### src/rtl/wb_rr_arbiter_wdt.sv
// -----------------------------------------------------------------------------
// wb_rr_arbiter_wdt
//
// Two-master Wishbone pipelined arbiter with round-robin grant and a
// per-bus-cycle watchdog. Master A is the AXI-lite read path and master B is
// the AXI-lite write path. They share one downstream Wishbone slave port.
//
// A grant is held for as long as the owning master keeps its cyc high
// (cycle locking). The other master is stalled for that whole time.
//
// If the slave stays silent (no ack/err) for TIMEOUT consecutive granted
// cycles, the cycle is aborted:
//   - o_cyc is dropped.
//   - The owner receives a single err pulse.
//   - o_timeout pulses for one cycle.
//   - A saturating abort counter is bumped.
//
// Ports
//   i_clk, i_axi_reset_n         clock, synchronous active-low reset
//   i_a_* / o_a_*                master A: cyc, stb, we, adr, dat, sel in;
//                                stall, ack, err out
//   i_b_* / o_b_*                master B: same set as master A
//   o_cyc, o_stb, o_we, o_adr,   arbitrated Wishbone master port
//   o_dat, o_sel
//   i_stall, i_ack, i_err        slave responses
//   o_timeout                    one-cycle pulse in the first aborted cycle
//   o_timeout_cnt                saturating count of aborts since reset
// -----------------------------------------------------------------------------
module wb_rr_arbiter_wdt #(
    parameter int DW      = 32,
    parameter int AW      = 26,
    parameter int TIMEOUT = 10
) (
    input  logic            i_clk,
    input  logic            i_axi_reset_n,
    // master A (read path)
    input  logic            i_a_cyc,
    input  logic            i_a_stb,
    input  logic            i_a_we,
    input  logic [AW-1:0]   i_a_adr,
    input  logic [DW-1:0]   i_a_dat,
    input  logic [DW/8-1:0] i_a_sel,
    output logic            o_a_stall,
    output logic            o_a_ack,
    output logic            o_a_err,
    // master B (write path)
    input  logic            i_b_cyc,
    input  logic            i_b_stb,
    input  logic            i_b_we,
    input  logic [AW-1:0]   i_b_adr,
    input  logic [DW-1:0]   i_b_dat,
    input  logic [DW/8-1:0] i_b_sel,
    output logic            o_b_stall,
    output logic            o_b_ack,
    output logic            o_b_err,
    // arbitrated slave port
    output logic            o_cyc,
    output logic            o_stb,
    output logic            o_we,
    output logic [AW-1:0]   o_adr,
    output logic [DW-1:0]   o_dat,
    output logic [DW/8-1:0] o_sel,
    input  logic            i_stall,
    input  logic            i_ack,
    input  logic            i_err,
    // watchdog status
    output logic            o_timeout,
    output logic [7:0]      o_timeout_cnt
);

    typedef enum logic [1:0] {
        ST_IDLE  = 2'd0,
        ST_GNT_A = 2'd1,
        ST_GNT_B = 2'd2,
        ST_ABORT = 2'd3
    } state_t;

    localparam logic       OWNER_A   = 1'b0;
    localparam logic       OWNER_B   = 1'b1;
    // Last silent cycle before the abort is declared.
    localparam logic [7:0] WDT_LIMIT = 8'(TIMEOUT - 1);
    localparam logic [7:0] CNT_MAX   = 8'hFF;

    state_t          state_q, state_d;
    // Owner of the cycle in progress. In ABORT it is still needed, so that
    // the err pulse is steered and the release of cyc is watched.
    logic            owner_q, owner_d;
    logic            last_owner_q, last_owner_d;
    logic [7:0]      wdt_q, wdt_d;
    // Set for exactly the first ABORT cycle. It drives both the owner's err
    // pulse and o_timeout.
    logic            abort_pulse_q, abort_pulse_d;
    logic [7:0]      timeout_cnt_q, timeout_cnt_d;

    logic            own_cyc_s;
    logic            own_stb_s;
    logic            own_we_s;
    logic [AW-1:0]   own_adr_s;
    logic [DW-1:0]   own_dat_s;
    logic [DW/8-1:0] own_sel_s;
    logic            slave_resp_s;

    // Select the request signals of whichever master currently owns the bus.
    always_comb begin
        if (owner_q == OWNER_B) begin
            own_cyc_s = i_b_cyc;
            own_stb_s = i_b_stb;
            own_we_s  = i_b_we;
            own_adr_s = i_b_adr;
            own_dat_s = i_b_dat;
            own_sel_s = i_b_sel;
        end else begin
            own_cyc_s = i_a_cyc;
            own_stb_s = i_a_stb;
            own_we_s  = i_a_we;
            own_adr_s = i_a_adr;
            own_dat_s = i_a_dat;
            own_sel_s = i_a_sel;
        end
    end

    assign slave_resp_s = i_ack | i_err;

    // Next-state logic: arbitration, cycle locking, watchdog and abort accounting.
    always_comb begin
        state_d       = state_q;
        owner_d       = owner_q;
        last_owner_d  = last_owner_q;
        wdt_d         = wdt_q;
        abort_pulse_d = 1'b0;
        timeout_cnt_d = timeout_cnt_q;
        case (state_q)
            ST_IDLE: begin
                wdt_d = 8'd0;
                if (i_a_cyc && i_b_cyc) begin
                    // On a tie, the master that did not own the bus last wins.
                    if (last_owner_q == OWNER_A) begin
                        state_d = ST_GNT_B;
                        owner_d = OWNER_B;
                    end else begin
                        state_d = ST_GNT_A;
                        owner_d = OWNER_A;
                    end
                end else if (i_a_cyc) begin
                    state_d = ST_GNT_A;
                    owner_d = OWNER_A;
                end else if (i_b_cyc) begin
                    state_d = ST_GNT_B;
                    owner_d = OWNER_B;
                end else begin
                    state_d = ST_IDLE;
                end
            end
            ST_GNT_A, ST_GNT_B: begin
                if (!own_cyc_s) begin
                    // Releasing cyc takes precedence over the watchdog limit.
                    state_d      = ST_IDLE;
                    last_owner_d = owner_q;
                    wdt_d        = 8'd0;
                end else if (slave_resp_s) begin
                    // A response on the limit cycle still counts, so no abort.
                    wdt_d = 8'd0;
                end else if (wdt_q == WDT_LIMIT) begin
                    state_d       = ST_ABORT;
                    wdt_d         = 8'd0;
                    abort_pulse_d = 1'b1;
                    if (timeout_cnt_q != CNT_MAX) begin
                        timeout_cnt_d = timeout_cnt_q + 8'd1;
                    end else begin
                        timeout_cnt_d = timeout_cnt_q;
                    end
                end else begin
                    wdt_d = wdt_q + 8'd1;
                end
            end
            ST_ABORT: begin
                wdt_d = 8'd0;
                // Hold off the bus until the aborted master has let go of cyc.
                if (!own_cyc_s) begin
                    state_d      = ST_IDLE;
                    last_owner_d = owner_q;
                end else begin
                    state_d = ST_ABORT;
                end
            end
            default: begin
                state_d = ST_IDLE;
                wdt_d   = 8'd0;
            end
        endcase
    end

    // State registers. The reset wins over everything else, so an abort
    // pending at reset time is discarded without an err pulse.
    always_ff @(posedge i_clk) begin
        if (!i_axi_reset_n) begin
            state_q       <= ST_IDLE;
            owner_q       <= OWNER_A;
            last_owner_q  <= OWNER_B;
            wdt_q         <= 8'd0;
            abort_pulse_q <= 1'b0;
            timeout_cnt_q <= 8'd0;
        end else begin
            state_q       <= state_d;
            owner_q       <= owner_d;
            last_owner_q  <= last_owner_d;
            wdt_q         <= wdt_d;
            abort_pulse_q <= abort_pulse_d;
            timeout_cnt_q <= timeout_cnt_d;
        end
    end

    // Output muxing from the registered state. Everything is forced quiet
    // (stalls high) while the reset input is low.
    always_comb begin
        o_cyc         = 1'b0;
        o_stb         = 1'b0;
        o_we          = 1'b0;
        o_adr         = {AW{1'b0}};
        o_dat         = {DW{1'b0}};
        o_sel         = {(DW/8){1'b0}};
        o_a_stall     = 1'b1;
        o_b_stall     = 1'b1;
        o_a_ack       = 1'b0;
        o_a_err       = 1'b0;
        o_b_ack       = 1'b0;
        o_b_err       = 1'b0;
        o_timeout     = 1'b0;
        o_timeout_cnt = 8'd0;
        if (!i_axi_reset_n) begin
            o_cyc = 1'b0;
        end else begin
            o_timeout     = abort_pulse_q;
            o_timeout_cnt = timeout_cnt_q;
            case (state_q)
                ST_GNT_A, ST_GNT_B: begin
                    o_cyc = own_cyc_s;
                    o_stb = own_cyc_s & own_stb_s;
                    o_we  = own_we_s;
                    o_adr = own_adr_s;
                    o_dat = own_dat_s;
                    o_sel = own_sel_s;
                    // Responses reach the owner even when its stb is low,
                    // which covers the tail of a pipelined burst.
                    if (owner_q == OWNER_B) begin
                        o_b_stall = i_stall;
                        o_b_ack   = i_ack;
                        o_b_err   = i_err;
                    end else begin
                        o_a_stall = i_stall;
                        o_a_ack   = i_ack;
                        o_a_err   = i_err;
                    end
                end
                ST_ABORT: begin
                    // Slave responses are ignored; only the timeout err is sent.
                    if (owner_q == OWNER_B) begin
                        o_b_err = abort_pulse_q;
                    end else begin
                        o_a_err = abort_pulse_q;
                    end
                end
                ST_IDLE: begin
                    o_cyc = 1'b0;
                end
                default: begin
                    o_cyc = 1'b0;
                end
            endcase
        end
    end

endmodule

### config.mk
export PLATFORM = sky130hd
export DESIGN_NAME = wb_rr_arbiter_wdt
export DESIGN_NICKNAME = d
export VERILOG_FILES = /design/src/rtl/wb_rr_arbiter_wdt.sv
export SDC_FILE = /design/constraint.sdc
export NUM_CORES = 1
export LEC_CHECK = 0
export ABC_AREA = 0
export ABC_CLOCK_PERIOD_IN_PS = 4200
export BUFFER_PORTS_ARGS = -buffer_cell sky130_fd_sc_hd__buf_4
export CORE_AREA = 2 2 83 85
export CTS_CLUSTER_SIZE = 8
export DETAILED_ROUTE_END_ITERATION = 7
export DIE_AREA = 0 0 85 87
export GPL_TIMING_DRIVEN = 0
export PLACE_DENSITY_LB_ADDON = 0.25
export SLEW_MARGIN = 15
export SYNTH_ARGS = -nofsm -noshare
export SYNTH_HDL_FRONTEND = slang
export SYNTH_SLANG_ARGS = --single-unit
export TNS_END_PERCENT = 50
### constraint.sdc
create_clock -name i_clk -period 4.2 [get_ports i_clk]
set_input_delay 0.21 -clock i_clk [delete_from_list [all_inputs] [get_ports i_clk]]
set_output_delay 0.21 -clock i_clk [all_outputs]
set_load 0.02 [all_outputs]
==> out/metrics.cfg, run 1 <==
[outcome]
status=completed

[synth]
ys_seq_elements=21
yosys_warnings=0
synth_area_leaders=a22o_1 (30%), dfxtp_1 (23%), nor2_1 (4.3%)
async_flop_share_pct=0
synth_top_area_share_pct=30.4
yosysUniqueCellTypes=40
syn-num-nets=360
syn_avg_cell_area_sq_um=8.29
synthCells=219
yosys.area.top_type=a22o_1
yosysMostFrequentCell=a22o_1
yosys-top-cells-count=a22o_1 (63), dfxtp_1 (21), nor2_1 (21), clkbuf_1 (13), and2_1 (12)
synth-main-ff-cell=dfxtp_1
synth-edff-count=0
netlist_area_sq_um=1820
ys_seq_area_share_pct=23.2

[sta]
grt_setup_unrepaired=false
worstMarginPinSlew_ns=0.686
finalHoldViolations=0
period_needed_ns=2.82
slew_headroom_pct=54.1
setup_viol=0
timing.setup.tns_ns=0
post-route-period-util_pct=67.1
max_freq_mhz=355
skew_ns=0.00761
slew_violations=0

[floorplan]
rows=30
die_width_um=85
start_util_pct=27.6
die_h_um=87
core-area_sq_um=6570
io_pins=215
design.die.area_sq_um=7400

[placed_design]
place_congestion=0.818
io_buffers=214
place_hpwl_um=7690

[worst_setup_path]
worstSetupPathType=flip-flop to primary output
crit_fanout=10
start_kind=flip-flop
critPathArrivalTime_ns=2.61
crit_required_ns=3.99
endpoint_kind=primary output

[clock_network]
cts_buffers=3
clock_tree.root_cell=clkbuf_8
postCtsResizedCells=0
post_cts_buffers=0
clockBufferDepth=2
clkTransAtPathRegs_ns=0.08
cts-hold-fix-buffers=0
clkLatencyLatePin_ns=0.26
tritoncts=done
h-tree-depth=1
numClockSinks=21

[global_route]
antenna_found_initial=2
grt.overflow.total=0
grt_pass1_wl_um=13200
grt_usage_pct=22.5
grt_start_max_net_pins=12
grt_pass1_vias=2370

[route]
drcViolationCount=0
via_count=2594
antenna_left=0
drt_first_pass_iters=4
routed_wl_um=9160
wl_per_cell_um=17.7
via_per_inst=5.02
first_iter_violations=78

[job]
drv_cap=0

[final_layout]
multi_input_comb_area_sq_um=1290
fin_nets=579
drive_gt1_share_pct=52.6
fin_util_pct=54.3
syn2layout_area_growth_pct=96.5
regArea_sq_um=420
fillerInstances=641
num_antenna_cells=0

[power_and_ir_drop]
p_per_area_nw_per_um2=253
peakVddDrop_uv=153
power_leakage_nw=1.78

[min_path]
hp-class=input pin to flip-flop

layout make-up:
class                      instances  area share, %
timing repair buffer             214           45.0
sequential                        21           11.8
buffer                            19           2.21
tap                               80           2.81
multi-input combinational        173           36.3
clock buffer                       4           1.26
inverter                           6          0.631
logic make-up after synthesis:
| group | synth area share [%] |
|---|---|
| XOR/XNOR | 2.89 |
| flip-flops | 23.2 |
| multiplexers | 6.00 |
| buffers and inverters | 5.58 |
| adder cells (fa/ha/maj) | 4.13 |
| AO/OA/AOI/OAI | 36.7 |
| AND/OR/NAND/NOR | 21.6 |
final timing paths:
| check | start | end | slack [ns] | cells after the start |
|---|---|---|---|---|
| min | i_b_cyc | owner_q | 0.27 | 3 |
| min reg2reg | wdt_q[0] | wdt_q[0] | 0.50 | 1 |
| max reg2reg | wdt_q[0] | timeout_cnt_q[6] | 2.17 | 6 |
| max | state_q[1] | o_adr[11] | 1.38 | 7 |
per-layer routing:
metal | share of wire (%) | wire length [um] | vias up | GRT usage [%]
li1 | - | - | 1279 | -
met1 | 44 | 4060 | 1188 | 31.2
met2 | 47 | 4290 | 111 | 36.1
met3 | 7.5 | 684 | 12 | 5.31
met4 | 1.1 | 97 | 4 | 3.75
met5 | 0.34 | 31 | - | 0
placed cells by master, fill, tap and decap left out, types with 2 or more instances in the layout:
cell / synthesis / routed
buf_4: 0 / 214
buf_1: 5 / 5
and2_1: 12 / 12
ha_1: 6 / 6
nor2_1: 21 / 21
and3_1: 3 / 3
mux2_2: 6 / 6
or3_1: 3 / 3
nand2_1: 7 / 7
xor2_1: 5 / 5
a22o_1: 63 / 63
mux2i_1: 3 / 3
nand3_1: 9 / 9
nor3_1: 5 / 5
a21oi_1: 3 / 3
or2_2: 2 / 2
clkbuf_1: 13 / 14
nand4_1: 2 / 2
clkbuf_8: 0 / 3
nand2b_1: 2 / 2
inv_1: 6 / 6
dfxtp_1: 21 / 21
or3_4: 2 / 2
nor4_1: 2 / 2
critical path: stages, from the launching register on:
cell and delay, ns:
dfxtp_1 0.36, inv_1 0.07, ha_1 0.40, nand2_1 0.10, nor2_1 0.54, clkbuf_1 0.43, a22o_1 0.29, buf_4 0.17
metrics by stage:
| stage | total power [mW] | setup slack, ns | hold WS, ns | cell area, sq um | instances |
|---|---|---|---|---|---|
| 3_3_place_gp | 0.771 | 1.68 | 0.475 | 3520 | 513 |
| 4_1_cts | 0.905 | 1.37 | 0.273 | 3570 | 517 |
| 6_report | 0.902 | 1.38 | 0.274 | 3570 | 517 |
| 3_5_place_dp | 0.775 | 1.67 | 0.489 | 3520 | 513 |
| 5_1_grt | 0.947 | 1.13 | 0.309 | 3570 | 517 |
| 2_1_floorplan | 0.503 | 2.25 | 0.375 | 1820 | 219 |
sequential cells by signal, summed over array words and instances, names as in the netlist:
| signal | count |
|---|---|
| timeout_cnt_q | 8 |
| wdt_q | 8 |
| state_q | 2 |
| abort_pulse_q | 1 |
| last_owner_q | 1 |
| owner_q | 1 |
where the power goes:
part           internal, mW  switching, mW  leakage (nW)
Sequential            0.207        0.00650         0.170
Combinational         0.273          0.285          1.59
Clock                0.0674         0.0637        0.0228
Total                 0.547          0.355          1.78
Power figures use the tool's default switching activity.
==> run 2, diff against run 1 <==
- ABC_AREA: 0 -> 1
- ABC_CLOCK_PERIOD_IN_PS: 4200 -> 2900
- clock period: 4.2 -> 2.9 ns (I/O delays scaled with it)
==> run 2 against run 1 <==
Effect of this change: non-clock buffer count is 4 lower; critical path type unchanged; sequential power is 56% higher; worst hold slack worse by 0.033 ns; highest routed layer is now met4; clock skew is 0.0050 ns lower.
==> out/metrics.cfg, run 2 <==
[clock_network]
h-tree-depth=1  ; unchanged
numClockSinks=21  ; unchanged
clockBufferDepth=2  ; unchanged
cts-hold-fix-buffers=0  ; unchanged
post_cts_buffers=0  ; unchanged
postCtsResizedCells=0  ; unchanged
clkLatencyLatePin_ns=0.26  ; about the same
tritoncts=done
clkTransAtPathRegs_ns=0.08  ; about the same
cts_buffers=3  ; unchanged
clock_tree.root_cell=clkbuf_8

[synth]
synth-edff-count=0  ; unchanged
yosys_warnings=0  ; unchanged
ys_seq_area_share_pct=22.2  ; -0.99 points
synth-main-ff-cell=dfxtp_1
yosysMostFrequentCell=a22o_1
synth_top_area_share_pct=29.1  ; -1.3 points
ys_seq_elements=21  ; unchanged
async_flop_share_pct=0  ; unchanged
synthCells=274  ; +25%
syn-num-nets=415  ; +15%
syn_avg_cell_area_sq_um=6.92  ; -16%
yosysUniqueCellTypes=25  ; -38%
netlist_area_sq_um=1900  ; +4.5%
yosys-top-cells-count=a22o_1 (63), nand2_1 (50), inv_1 (34), nor2_1 (34), dfxtp_1 (21)
yosys.area.top_type=a22o_1
synth_area_leaders=a22o_1 (29%), dfxtp_1 (22%), nand2_1 (9.9%)

[global_route]
grt.overflow.total=0  ; unchanged
met1_usage_pct=35.6  ; +4.3 points
grt_start_max_net_pins=13  ; +1
gr-usage-met2_pct=38.1  ; +2.1 points
grt_pass1_vias=2605  ; +9.9%
grt_usage_pct=24.4  ; +1.9 points
use_met3_pct=5.12  ; -0.19 points
gr-max-usage-layer=met2
grt_pass1_wl_um=13900  ; +5.5%
antenna_found_initial=0  ; -2

[placed_design]
io_buffers=214  ; unchanged
place_hpwl_um=8260  ; +7.4%
place_congestion=0.885  ; +8.1%

[power_and_ir_drop]
peakVddDrop_uv=275  ; +80%
p_per_area_nw_per_um2=550  ; +120%
power_leakage_nw=2.04  ; +14%
p_total_mw=2.01  ; +120%

[final_layout]
fillerInstances=689  ; +7.5%
largestRegisters=timeout_cnt_q x8, wdt_q x8, state_q x2
fin_nets=634  ; +9.5%
fin_util_pct=55.6  ; +1.3 points
final_common_cell=buf_4
syn2layout_area_growth_pct=92.5
final_cell_mix=buf_4 (214), a22o_1 (63), nand2_1 (50)
drive_gt1_share_pct=48.4  ; -4.3 points

[route]
drt_first_pass_iters=4  ; unchanged
via_count=2818  ; +8.6%
antenna_left=0  ; unchanged
drcViolationCount=0  ; unchanged
via_per_inst=4.92  ; -2.0%
routed_wl_um=9660  ; +5.4%
wl_per_cell_um=16.9  ; -4.9%
first_iter_violations=130  ; +67%

[sta]
period_needed_ns=2.55
worstMarginPinSlew_ns=0.610  ; -0.0759 ns
slew_headroom_pct=59.3  ; +5.2 points
finalHoldViolations=0  ; unchanged
slew_violations=0  ; unchanged
timing.setup.tns_ns=0  ; unchanged
skew_ns=0.00264  ; -0.00496 ns
post-route-period-util_pct=88.0
max_freq_mhz=392
setup_viol=0  ; unchanged
grt_setup_unrepaired=false

[worst_setup_path]
start_kind=flip-flop
timing.rr.start=state_q[0]
worstSetupPathType=flip-flop to primary output
critPathArrivalTime_ns=2.41  ; -0.20 ns
crit_required_ns=2.76  ; -1.23 ns
cpMaxStageDelayCell=nor2_2
crit_fanout=10  ; unchanged
cp-startpoint=state_q[0]
slowest_delay_ns=0.50  ; -0.04 ns
endpoint_kind=primary output
path_cells=inv_1, ha_1, nand2_2, nor2_2, buf_6, a22o_1, buf_4

[floorplan]
core-area_sq_um=6570  ; unchanged
die_h_um=87  ; unchanged
die_width_um=85  ; unchanged
design.die.area_sq_um=7400  ; unchanged
io_pins=215  ; unchanged
start_util_pct=28.9  ; +1.2 points
rows=30  ; unchanged

[min_path]
min_from=i_b_cyc
hp-class=input pin to flip-flop

[job]
drv_cap=0  ; unchanged

[outcome]
status=completed

==> run 2: per-layer routing <==
| metal | up-vias | part of all wire [%] |
|---|---|---|
| li1 | 1387 | - |
| met1 | 1301 | 46 |
| met2 | 122 | 44 |
| met3 | 8 | 9.2 |
| met4 | 0 | 0.87 |
| met5 | - | 0 |
==> run 2: cell type report <==
class	count	area, sq um	area share (%)
Buffer	15	116	3.19
Clock buffer	3	41.3	1.13
Multi-Input combinational cell	202	1220	33.5
Antenna cell	1	2.50	0.0685
Timing Repair Buffer	214	1610	44.0
Sequential cell	21	420	11.5
Tap cell	80	100	2.74
Inverter	36	135	3.70
Clock inverter	1	5.00	0.137
==> run 2: kinds of logic (layout without fill, tap and decap cells) <==
family                   after synthesis  in the layout  synth area share (%)
AND/OR/NAND/NOR                      112            112                  25.0
AO/OA/AOI/OAI                         81             81                  34.2
buffers and inverters                 51            269                  13.3
flip-flops                            21             21                  22.2
adder cells (fa/ha/maj)                6              6                  3.96
XOR/XNOR                               3              3                  1.39
other                                  0              1                     0
==> run 2: through the flow <==
step	setup slack, ns	std cells	hold slack (ns)	cell area [sq um]
global route	0.176	572	0.280	3650
CTS	0.345	572	0.233	3650
global placement	0.680	568	0.446	3600
floorplan	1.06	274	0.349	1900
finish	0.349	573	0.241	3650
detailed placement	0.645	568	0.457	3600
==> run 2: path summary, 6_finish.rpt <==
| check | to | slack [ns] | cells past startpoint |
|---|---|---|---|
| max | o_dat[7] | 0.35 | 7 |
| min reg2reg | wdt_q[0] | 0.47 | 1 |
| max reg2reg | timeout_cnt_q[7] | 1.17 | 9 |
| min | last_owner_q | 0.24 | 4 |
==> run 2: critical path: cells and delay by family (launching register included) <==
family / cells / cell delay, ns
DFF: 1 / 0.37
and+or+nand+nor: 2 / 0.65
AOI/OAI and AO/OA: 1 / 0.22
adders and majority gates: 1 / 0.43
buffers and inverters: 3 / 0.46
==> run 2: power by group <==
group	internal, mW	leakage (nW)	switching, mW
Sequential	0.310	0.170	0.0229
Clock	0.0956	0.0255	0.0940
Combinational	0.679	1.84	0.805
Total	1.08	2.04	0.922
